`config.mk`:
```
export PLATFORM = sky130hd
export DESIGN_NAME = wordcopy_flat
export DESIGN_NICKNAME = d
export VERILOG_FILES = /design/src/rtl/wordcopy_pkg.sv /design/src/rtl/wordcopy_if.sv /design/src/rtl/wordcopy_csr.sv /design/src/rtl/wordcopy.sv /design/src/flat_wrapper.sv
export SDC_FILE = /design/constraint.sdc
export NUM_CORES = 1
export LEC_CHECK = 0
export CELL_PAD_IN_SITES_DETAIL_PLACEMENT = 1
export CELL_PAD_IN_SITES_GLOBAL_PLACEMENT = 2
export CORE_MARGIN = 2
export CORE_UTILIZATION = 32
export DETAILED_ROUTE_END_ITERATION = 16
export HOLD_SLACK_MARGIN = 0.03
export MAX_ROUTING_LAYER = met4
export PLACE_DENSITY_LB_ADDON = 0.1
export SLEW_MARGIN = 20
export SYNTH_ARGS = -nofsm -noshare
export SYNTH_HDL_FRONTEND = slang
export SYNTH_HIERARCHICAL = 1
export SYNTH_SLANG_ARGS = --single-unit
```
`constraint.sdc`:
```
create_clock -name clk -period 10.6 [get_ports clk]
set_input_delay 1.06 -clock clk [delete_from_list [all_inputs] [get_ports clk]]
set_output_delay 1.06 -clock clk [all_outputs]
set_load 0.02 [all_outputs]
```
`src/rtl/wordcopy_pkg.sv`:
```
// Shared types and constants for the wordcopy engine: FSM states, CSR offsets,
// bus widths and the word address helper.
package wordcopy_pkg;

  localparam int DATA_W     = 32;
  localparam int ADDR_W     = 32;
  localparam int CSR_ADDR_W = 4;
  localparam int WORD_BYTES = 4;

  localparam logic [CSR_ADDR_W-1:0] OFF_START    = 4'd0;
  localparam logic [CSR_ADDR_W-1:0] OFF_DST      = 4'd1;
  localparam logic [CSR_ADDR_W-1:0] OFF_SRC      = 4'd2;
  localparam logic [CSR_ADDR_W-1:0] OFF_CNT      = 4'd3;
  localparam logic [CSR_ADDR_W-1:0] OFF_DONE_CNT = 4'd4;

  typedef enum logic [2:0] {
    ST_IDLE,
    ST_RD_REQ,
    ST_RD_WAIT,
    ST_WR_REQ,
    ST_DONE
  } state_e;

  // Byte address of word idx past base; wraps modulo 2^32.
  function automatic logic [ADDR_W-1:0] word_addr(input logic [ADDR_W-1:0] base,
                                                  input logic [DATA_W-1:0] idx);
    return base + idx * DATA_W'(WORD_BYTES);
  endfunction

endpackage

```
`src/rtl/wordcopy_if.sv`:
```
// Bus bundle for wordcopy: CSR slave port plus memory master port.
// Modport slave is the engine's view; modport master is the environment's view.
interface wordcopy_if;
  import wordcopy_pkg::*;

  logic                  slave_waitrequest;
  logic [CSR_ADDR_W-1:0] slave_address;
  logic                  slave_read;
  logic                  slave_write;
  logic [DATA_W-1:0]     slave_writedata;
  logic [DATA_W-1:0]     slave_readdata;

  logic                  master_waitrequest;
  logic [ADDR_W-1:0]     master_address;
  logic                  master_read;
  logic                  master_write;
  logic [DATA_W-1:0]     master_readdata;
  logic                  master_readdatavalid;
  logic [DATA_W-1:0]     master_writedata;

  modport slave (
    output slave_waitrequest, slave_readdata,
    input  slave_address, slave_read, slave_write, slave_writedata,
    output master_address, master_read, master_write, master_writedata,
    input  master_waitrequest, master_readdata, master_readdatavalid
  );

  modport master (
    input  slave_waitrequest, slave_readdata,
    output slave_address, slave_read, slave_write, slave_writedata,
    input  master_address, master_read, master_write, master_writedata,
    output master_waitrequest, master_readdata, master_readdatavalid
  );

endinterface

```
`src/rtl/wordcopy_csr.sv`:
```
// CSR decode and storage for wordcopy. Accesses stall while the engine is busy.
// With WORDCOPY_COUNT_EN defined, offset 4 reads the live word count, never stalled.
module wordcopy_csr
  import wordcopy_pkg::*;
(
  input  logic                  clk,
  input  logic                  rst,
  input  logic                  idle,
  input  logic [CSR_ADDR_W-1:0] address,
  input  logic                  read,
  input  logic                  write,
  input  logic [DATA_W-1:0]     writedata,
`ifdef WORDCOPY_COUNT_EN
  input  logic [DATA_W-1:0]     done_cnt,
`endif
  output logic                  waitrequest,
  output logic [DATA_W-1:0]     readdata,
  output logic                  start,
  output logic [ADDR_W-1:0]     dst,
  output logic [ADDR_W-1:0]     src,
  output logic [DATA_W-1:0]     cnt
);

  logic [ADDR_W-1:0] dst_q, dst_d;
  logic [ADDR_W-1:0] src_q, src_d;
  logic [DATA_W-1:0] cnt_q, cnt_d;
  logic              cnt_rd;

  // Everything except the optional count register reads as zero.
  always_comb begin
    cnt_rd = 1'b0;
`ifdef WORDCOPY_COUNT_EN
    cnt_rd = read && (address == OFF_DONE_CNT);
`endif
    waitrequest = (read || write) && !idle && !cnt_rd;
    readdata    = '0;
`ifdef WORDCOPY_COUNT_EN
    if (cnt_rd) readdata = done_cnt;
`endif
  end

  always_comb begin
    dst_d = dst_q;
    src_d = src_q;
    cnt_d = cnt_q;
    start = 1'b0;
    if (write && !waitrequest) begin
      case (address)
        OFF_START: start = 1'b1;
        OFF_DST:   dst_d = writedata;
        OFF_SRC:   src_d = writedata;
        OFF_CNT:   cnt_d = writedata;
        default:   ;
      endcase
    end
  end

  always_ff @(posedge clk or posedge rst) begin
    if (rst) begin
      dst_q <= '0;
      src_q <= '0;
      cnt_q <= '0;
    end else begin
      dst_q <= dst_d;
      src_q <= src_d;
      cnt_q <= cnt_d;
    end
  end

  assign dst = dst_q;
  assign src = src_q;
  assign cnt = cnt_q;

endmodule

```
`src/rtl/wordcopy.sv`:
```
// wordcopy: copies cnt 32-bit words from src to dst, one memory request in flight.
// Optional feature macro: WORDCOPY_COUNT_EN (live words-completed count at CSR offset 4).
module wordcopy
  import wordcopy_pkg::*;
(
  input logic       clk,
  input logic       rst,
  wordcopy_if.slave bus
);

  state_e            state_q, state_d;
  logic [DATA_W-1:0] i_q, i_d;
  logic [DATA_W-1:0] data_q, data_d;
  logic [DATA_W-1:0] i_next;

  logic              idle;
  logic              start;
  logic [ADDR_W-1:0] dst, src;
  logic [DATA_W-1:0] cnt;
  logic              csr_wait;
  logic [DATA_W-1:0] csr_rdata;

  logic              m_read, m_write;
  logic [ADDR_W-1:0] m_addr;
  logic [DATA_W-1:0] m_wdata;

  assign idle   = (state_q == ST_IDLE);
  assign i_next = i_q + DATA_W'(1);

  wordcopy_csr u_csr (
    .clk         (clk),
    .rst         (rst),
    .idle        (idle),
    .address     (bus.slave_address),
    .read        (bus.slave_read),
    .write       (bus.slave_write),
    .writedata   (bus.slave_writedata),
`ifdef WORDCOPY_COUNT_EN
    .done_cnt    (i_q),
`endif
    .waitrequest (csr_wait),
    .readdata    (csr_rdata),
    .start       (start),
    .dst         (dst),
    .src         (src),
    .cnt         (cnt)
  );

  assign bus.slave_waitrequest = csr_wait;
  assign bus.slave_readdata    = csr_rdata;

  always_comb begin
    state_d = state_q;
    i_d     = i_q;
    data_d  = data_q;
    unique case (state_q)
      ST_IDLE: begin
        if (start) begin
          i_d     = '0;
          state_d = (cnt == '0) ? ST_DONE : ST_RD_REQ;
        end
      end
      ST_RD_REQ: begin
        if (!bus.master_waitrequest) state_d = ST_RD_WAIT;
      end
      ST_RD_WAIT: begin
        // readdatavalid is honoured only here; stray pulses elsewhere are dropped.
        if (bus.master_readdatavalid) begin
          data_d  = bus.master_readdata;
          state_d = ST_WR_REQ;
        end
      end
      ST_WR_REQ: begin
        if (!bus.master_waitrequest) begin
          i_d     = i_next;
          state_d = (i_next < cnt) ? ST_RD_REQ : ST_DONE;
        end
      end
      ST_DONE: state_d = ST_IDLE;
      default: state_d = ST_IDLE;
    endcase
  end

  always_ff @(posedge clk or posedge rst) begin
    if (rst) begin
      state_q <= ST_IDLE;
      i_q     <= '0;
      data_q  <= '0;
    end else begin
      state_q <= state_d;
      i_q     <= i_d;
      data_q  <= data_d;
    end
  end

  // Master signals decode straight from registered state, so they hold steady under waitrequest.
  always_comb begin
    m_read  = 1'b0;
    m_write = 1'b0;
    m_addr  = '0;
    m_wdata = '0;
    case (state_q)
      ST_RD_REQ: begin
        m_read = 1'b1;
        m_addr = word_addr(src, i_q);
      end
      ST_WR_REQ: begin
        m_write = 1'b1;
        m_addr  = word_addr(dst, i_q);
        m_wdata = data_q;
      end
      default: ;
    endcase
  end

  assign bus.master_read      = m_read;
  assign bus.master_write     = m_write;
  assign bus.master_address   = m_addr;
  assign bus.master_writedata = m_wdata;

endmodule

```
`src/flat_wrapper.sv`:
```
// flat-port wrapper written by rule: the top's interface ports become plain ports
module wordcopy_flat import wordcopy_pkg::*;
  (clk, rst, bus_slave_waitrequest, bus_slave_readdata, bus_slave_address, bus_slave_read, bus_slave_write, bus_slave_writedata, bus_master_address, bus_master_read, bus_master_write, bus_master_writedata, bus_master_waitrequest, bus_master_readdata, bus_master_readdatavalid);
  wordcopy_if bus_i ();
  input logic clk;
  input logic rst;
  output wire logic [$bits(bus_i.slave_waitrequest)-1:0] bus_slave_waitrequest;
  output wire logic [$bits(bus_i.slave_readdata)-1:0] bus_slave_readdata;
  input wire logic [$bits(bus_i.slave_address)-1:0] bus_slave_address;
  input wire logic [$bits(bus_i.slave_read)-1:0] bus_slave_read;
  input wire logic [$bits(bus_i.slave_write)-1:0] bus_slave_write;
  input wire logic [$bits(bus_i.slave_writedata)-1:0] bus_slave_writedata;
  output wire logic [$bits(bus_i.master_address)-1:0] bus_master_address;
  output wire logic [$bits(bus_i.master_read)-1:0] bus_master_read;
  output wire logic [$bits(bus_i.master_write)-1:0] bus_master_write;
  output wire logic [$bits(bus_i.master_writedata)-1:0] bus_master_writedata;
  input wire logic [$bits(bus_i.master_waitrequest)-1:0] bus_master_waitrequest;
  input wire logic [$bits(bus_i.master_readdata)-1:0] bus_master_readdata;
  input wire logic [$bits(bus_i.master_readdatavalid)-1:0] bus_master_readdatavalid;
  assign bus_slave_waitrequest = bus_i.slave_waitrequest;
  assign bus_slave_readdata = bus_i.slave_readdata;
  assign bus_i.slave_address = bus_slave_address;
  assign bus_i.slave_read = bus_slave_read;
  assign bus_i.slave_write = bus_slave_write;
  assign bus_i.slave_writedata = bus_slave_writedata;
  assign bus_master_address = bus_i.master_address;
  assign bus_master_read = bus_i.master_read;
  assign bus_master_write = bus_i.master_write;
  assign bus_master_writedata = bus_i.master_writedata;
  assign bus_i.master_waitrequest = bus_master_waitrequest;
  assign bus_i.master_readdata = bus_master_readdata;
  assign bus_i.master_readdatavalid = bus_master_readdatavalid;
  wordcopy u_core (.clk(clk), .rst(rst), .bus(bus_i));
endmodule
```
==> results.ini, run 1 <==
[synth]
ys_types=71
synth-warning-count=6
synth-main-ff-cell=dfrtp_1
synth_simple_gate_area_share_pct=14.5
synth_area_leaders=dfrtp_1 39%, mux2_2 16%, ha_1 7.4%
synth_top_family_by_area=multiplexers
synth_fa_ha_area_share_pct=7.54
ys_seq_area_share_pct=39.3
synth_area_um2=10400
synth-edff-count=0
synthDominantCellAreaShare_pct=39.3
async_reset_ff_share_pct=100
syn_avg_cell_area_um2=10.4
synth_compound_area_share_pct=10.4
synth_xor_area_share_pct=4.39
yosys_register_bits=163
yosys.area.top_type=dfrtp_1
muxShareOfSynthArea_pct=17.4
synthCells=995

[global_route]
track_usage_pct=19.4
grt_pass1_vias=8272
antenna_found_initial=0
grt_pass1_wl_um=48400
grt_max_degree=68
overflow=0

[clocking]
clock_path_buffers=2
cts_resized=0
numCtsBuffers=17
cts_setup_buffers=0
cts-root-buf=clkbuf_16
path_clk_slew_ps=70
htree_levels=4
cts.sink_count=163
cts_tree=built
clk_latency_ps=450
cts_hold_buf=0

[critical_path]
critPathKind=register to output pin
critPathLaunchType=register
cp.required_ps=9540
critPathMaxFanout=39
reg2reg_setup_slack_ps=6740
crit_path_end_kind=output pin
arrival_ps=5260

[timing]
tns_ps=0
max_freq_mhz=158
timing.final.crit_share_pct=59.6
drv_slew=0
rsz0062_at_grt=false
timing.slew.headroom_pct=31.4
layout_setup_ws_ps=4280
setup_violations=0
min_period_ps=6320
worstMarginPinSlew_ps=1030
skew_ps=9.79
holdWs_ps=494
hold_viol=0

[drt]
via_count=7762
via_per_inst=5.05
drcViolationCount=0
dr.first_iter.drc_count=393
wl_um=30700
ant_nets=0
wire_per_inst_um=19.9
firstDrtPassIters=4

[die]
initial_core_util_pct=32.7
die_h_um=184
pin_count=173
dieArea_um2=33900
core.rowCount=65
fp.coreArea_um2=31700
die_w_um=184

[layout]
antenna_cells=0
fin_nets=1259
fillCellCount=3564
final_layout_size_suffix_gt1_share_pct=19.8
final_area_um2=12600
area.growth.synth_to_final_pct=21.5

[pwr]
pwr-share-seq_pct=33.0
p_switching_uw=1260
p_sw_share_pct=39.4
power_frac_comb_pct=46.6
peakVddDrop_mv=0.106
internal-power_uw=1930
powerDensity_nw_per_um2=253
p_leak_uw=0.00611
power.share.clock_pct=20.4

[place]
postPlaceCellArea_um2=12000
preCtsSetupSlack_ps=4700
dp_hpwl_um=21900
portBuffers=140
gp_congestion=0.843

[status]
status=complete, no violations

[min_path]
hold_class=register to register

[run]
drv_cap=0

-- cell families after synthesis --
logic type,after synthesis
flip-flops,163
adder cells (fa/ha/maj),62
AO/OA/AOI/OAI,162
buffers and inverters,118
AND/OR/NAND/NOR,276
XOR/XNOR,52
other,1
multiplexers,161
-- placed cells by master, fill, tap and decap left out, types with 5 or more instances in the layout --
master,count
dfrtp_1,163
mux2_2,147
clkdlybuf4s50_1,140
nand2_1,67
nor2_1,62
ha_1,61
inv_1,43
and3_1,38
o21ai_0,38
a21o_1,34
conb_1,32
a21oi_1,31
nand3_1,30
xnor2_1,27
xor2_1,25
clkbuf_16,17
nor3_1,14
nand4_1,12
buf_4,11
o31ai_1,10
mux2_1,10
nor4_1,9
o21a_1,7
a21oi_2,6
o21bai_1,6
o21ai_1,5
and2_1,5
-- sequential cells by signal, summed over array words and instances, names as in the netlist --
| register | flops |
|---|---|
| u_core/i_q | 32 |
| u_core/data_q | 32 |
| u_core/state_q | 3 |
| u_core/u_csr/src | 32 |
| u_core/u_csr/dst | 32 |
| u_core/u_csr/cnt | 32 |
-- layout make-up --
class	instances	area (um2)	area share [%]
Timing Repair Buffer	151	1480	11.8
Sequential cell	163	4080	32.4
Tap cell	402	503	3.99
Clock buffer	17	425	3.37
Multi-Input combinational cell	745	5770	45.8
Inverter	45	171	1.36
Clock inverter	15	171	1.36
-- metrics by stage --
step           cells  power [uW]  utilization [%]
6_report        1538        3190             39.8
5_1_grt         1538        3430             39.8
4_1_cts         1538        3240             39.8
3_5_place_dp    1506        2570             37.9
3_3_place_gp    1506        2550             37.9
2_1_floorplan   1026        2020                -
-- Yosys cell counts, types with 4 or more instances --
library cell	count
and4_1	4
mux2_1	10
o21ai_0	38
buf_6	8
nand2_1	67
inv_1	45
buf_1	4
nor2_1	62
o21ai_1	5
mux2i_1	4
o21a_1	7
nand3_1	30
nor3_1	15
nand4_1	12
clkbuf_1	19
a31oi_1	4
xnor2_1	27
nor2b_1	4
dfrtp_1	163
and2_1	5
nor4_1	9
a21oi_1	32
o21bai_1	6
xor2_1	25
o31ai_1	10
ha_1	61
a21o_1	34
buf_4	38
a21oi_2	5
and3_1	38
mux2_2	147
-- worst paths after layout --
kind / endpoint / depth (start not counted) / start
max in group asynchronous: u_core/u_csr/src[19] / 3 / rst
hold reg to reg: u_core/i_q[31] / 1 / u_core/i_q[31]
setup / recovery: bus_master_address[31] / 15 / u_core/state_q[0]
min in group asynchronous: u_core/u_csr/dst[3] / 2 / rst
setup reg to reg: u_core/state_q[2] / 14 / u_core/i_q[2]
hold / removal: u_core/i_q[31] / 1 / u_core/i_q[31]
-- power by group through the flow --
stage	logic [uW]	clock network [uW]	registers (uW)
floorplan	1030	0	985
global placement	1500	0	1060
detailed placement	1500	0	1070
CTS	1510	674	1060
global route	1640	700	1090
finish	1490	652	1050
-- critical path, cell delays in order (launching register included) --
cell	delay [ps]
dfrtp_1	440
nor2b_2	170
buf_4	280
nand2_1	140
buf_4	360
mux2_2	380
ha_1	370
a21o_1	240
a221oi_2	330
o21ai_0	150
a21o_1	220
a211oi_4	370
o21ai_2	150
a31oi_2	290
mux2i_1	250
clkdlybuf4s50_1	630
-- per-layer routing --
metal | global-route usage (%) | wire [um] | vias up
li1 | - | - | 3733
met1 | 25.0 | 14300 | 3891
met2 | 32.3 | 15300 | 121
met3 | 2.85 | 738 | 17
met4 | 4.48 | 320 | 0
met5 | - | 0 | -
Note: power is estimated with default switching activity, not from simulation.
==> inputs of run 2 (changes only) <==
--- a/config.mk
+++ b/config.mk
@@ -8,7 +8,7 @@
 export CELL_PAD_IN_SITES_DETAIL_PLACEMENT = 1
 export CELL_PAD_IN_SITES_GLOBAL_PLACEMENT = 2
 export CORE_MARGIN = 2
-export CORE_UTILIZATION = 32
+export CORE_UTILIZATION = 31
 export DETAILED_ROUTE_END_ITERATION = 16
 export HOLD_SLACK_MARGIN = 0.03
 export MAX_ROUTING_LAYER = met4
==> constraint.sdc (replaced) <==
create_clock -name clk -period 5.55 [get_ports clk]
set_input_delay 0.555 -clock clk [delete_from_list [all_inputs] [get_ports clk]]
set_output_delay 0.555 -clock clk [all_outputs]
set_load 0.02 [all_outputs]
==> run 2 against run 1 <==
  * Sequential share of layout area down 0.067 points
  * Clock power rose by 78%
  * First-iteration DRC count shrank 21%
  * Clock-buffer cell count unchanged
  * Design area increased by 0.21%
  * Sequential power up 91%
  * Routed wire length grew 1.4%
  * Critical path type unchanged
  * Critical endpoint is now bus_master_address[29]
==> results.ini, run 2 (same netlist as run 1, synthesis figures left out) <==
[die]
pin_count=173
core.rowCount=67
fp.coreArea_um2=33300
die_h_um=187
dieArea_um2=35000
initial_core_util_pct=31.2
die_w_um=187

[place]
portBuffers=140
gp_congestion=0.778
dp_cells=1554
dp_hpwl_um=22300

[global_route]
grt_max_degree=66
grt_pass1_vias=8475
grt_pass1_wl_um=50100
overflow=0
antenna_found_initial=0
track_usage_pct=18.9

[critical_path]
critPathMaxFanout=19
max_stage_delay_ps=630
arrival_ps=4660
crit_chain=nor2b_2, nand2_1, buf_4, mux2_2, ha_1, and3_1, nand3_1, o21ai_0, o311a_1, a211oi_4, nor4_1, o21ai_1, nor3b_1, clkdlybuf4s50_1
critPathBufInv=2
crit_path_end_kind=output pin
cp_top_family=compound AO/OA/AOI/OAI gates
cp.required_ps=4990
critPathKind=register to output pin
cp_slowest_cell=clkdlybuf4s50_1
critPathLaunchType=register

[pwr]
p_leak_uw=0.00612
p_switching_uw=2400
power_uw=6010
power_frac_comb_pct=47.4
power.share.clock_pct=19.2
peakVddDrop_mv=0.227
internal-power_uw=3610
p_sw_share_pct=39.9
powerDensity_nw_per_um2=476
pwr-share-seq_pct=33.4

[timing]
max_freq_mhz=192
min_period_ps=5210
timing.slew.headroom_pct=28.3
setup_violations=0
rsz0062_at_grt=false
hold_viol=0
drv_slew=0
timing.final.crit_share_pct=93.9
skew_ps=13.4
worstMarginPinSlew_ps=1080
tns_ps=0

[layout]
fillCellCount=3732
final_layout_size_suffix_gt1_share_pct=19.9
fin_cells=1585
fin_nets=1261
final_cell_mix=163 x dfrtp_1, 147 x mux2_2, 139 x clkdlybuf4s50_1
area.growth.synth_to_final_pct=21.7
final_common_cell=dfrtp_1
antenna_cells=0

[clocking]
htree_levels=4
clock_path_buffers=2
cts_tree=built
cts.sink_count=163
path_clk_slew_ps=80
cts-root-buf=clkbuf_16
clk_latency_ps=440
numCtsBuffers=17

[min_path]
hold_class=primary input to asynchronous set/reset pin

[drt]
ant_nets=0
dr.first_iter.drc_count=309
wl_um=31100
via_count=7875
wire_per_inst_um=19.6
firstDrtPassIters=4
drcViolationCount=0
via_per_inst=4.97

[status]
status=complete, no violations

[run]
drv_cap=0

run 2: cell count changes in the layout (fill, tap and decap cells not counted), sizes merged:
| cell | change |
|---|---|
| clkdlybuf4s50 | -1 |
| buf | +2 |
| bufinv | -2 |
| dlymetal6s2s | +1 |
| inv | +2 |
| clkinvlp | -1 |
run 2: layout make-up:
cell class / instances / area (um2) / area share [%]
timing repair buffer: 153 / 1510 / 11.9
clock buffer: 17 / 425 / 3.37
inverter: 45 / 171 / 1.36
tap: 448 / 561 / 4.44
clock inverter: 14 / 121 / 0.961
sequential: 163 / 4080 / 32.3
multi-input combinational: 745 / 5770 / 45.7
run 2: worst paths after layout:
kind | start | end | slack (ps) | cells after the start
max in group asynchronous | rst | u_core/u_csr/dst[8] | 3790 | 3
setup / recovery | u_core/state_q[0] | bus_master_address[29] | 340 | 14
setup reg to reg | u_core/i_q[2] | u_core/state_q[2] | 1570 | 14
min in group clk | u_core/u_csr/dst[5] | u_core/u_csr/dst[5] | 490 | 1
hold reg to reg | u_core/u_csr/dst[5] | u_core/u_csr/dst[5] | 490 | 1
hold / removal | rst | u_core/data_q[27] | 380 | 2
run 2: routing by layer:
metal | GRT usage [%] | share of wire, % | vias up
li1 | - | - | 3750
met1 | 24.3 | 47 | 3999
met2 | 31.9 | 50 | 111
met3 | 2.57 | 2.2 | 15
met4 | 3.33 | 0.77 | 0
met5 | - | 0 | -
run 2: repair_timing:
item / CTS / global route
resized for setup: 0 / 2
endpoints found under the setup margin: 0 / 2
hold buffers: 0 / 0
buffers inserted: 0 / 0
run 2: power by group through the flow:
stage | clock (uW) | sequential [uW] | combinational, uW
2_1_floorplan | 0 | 1880 | 1970
3_3_place_gp | 0 | 2020 | 2860
3_5_place_dp | 0 | 2030 | 2890
4_1_cts | 1190 | 2020 | 2910
5_1_grt | 1240 | 2090 | 3150
6_report | 1160 | 2010 | 2850
run 2: stage by stage:
| stage | hold slack [ps] | cell area, um2 | worst slack [ps] | utilization [%] |
|---|---|---|---|---|
| CTS | 369 | 12600 | 34.2 | 37.9 |
| finish | 375 | 12600 | 338 | 38.0 |
| detailed placement | 474 | 12100 | 538 | 36.3 |
| floorplan | 454 | 10500 | 1390 | - |
| global placement | 469 | 12100 | 558 | 36.3 |
| global route | 383 | 12600 | 21.1 | 38.0 |
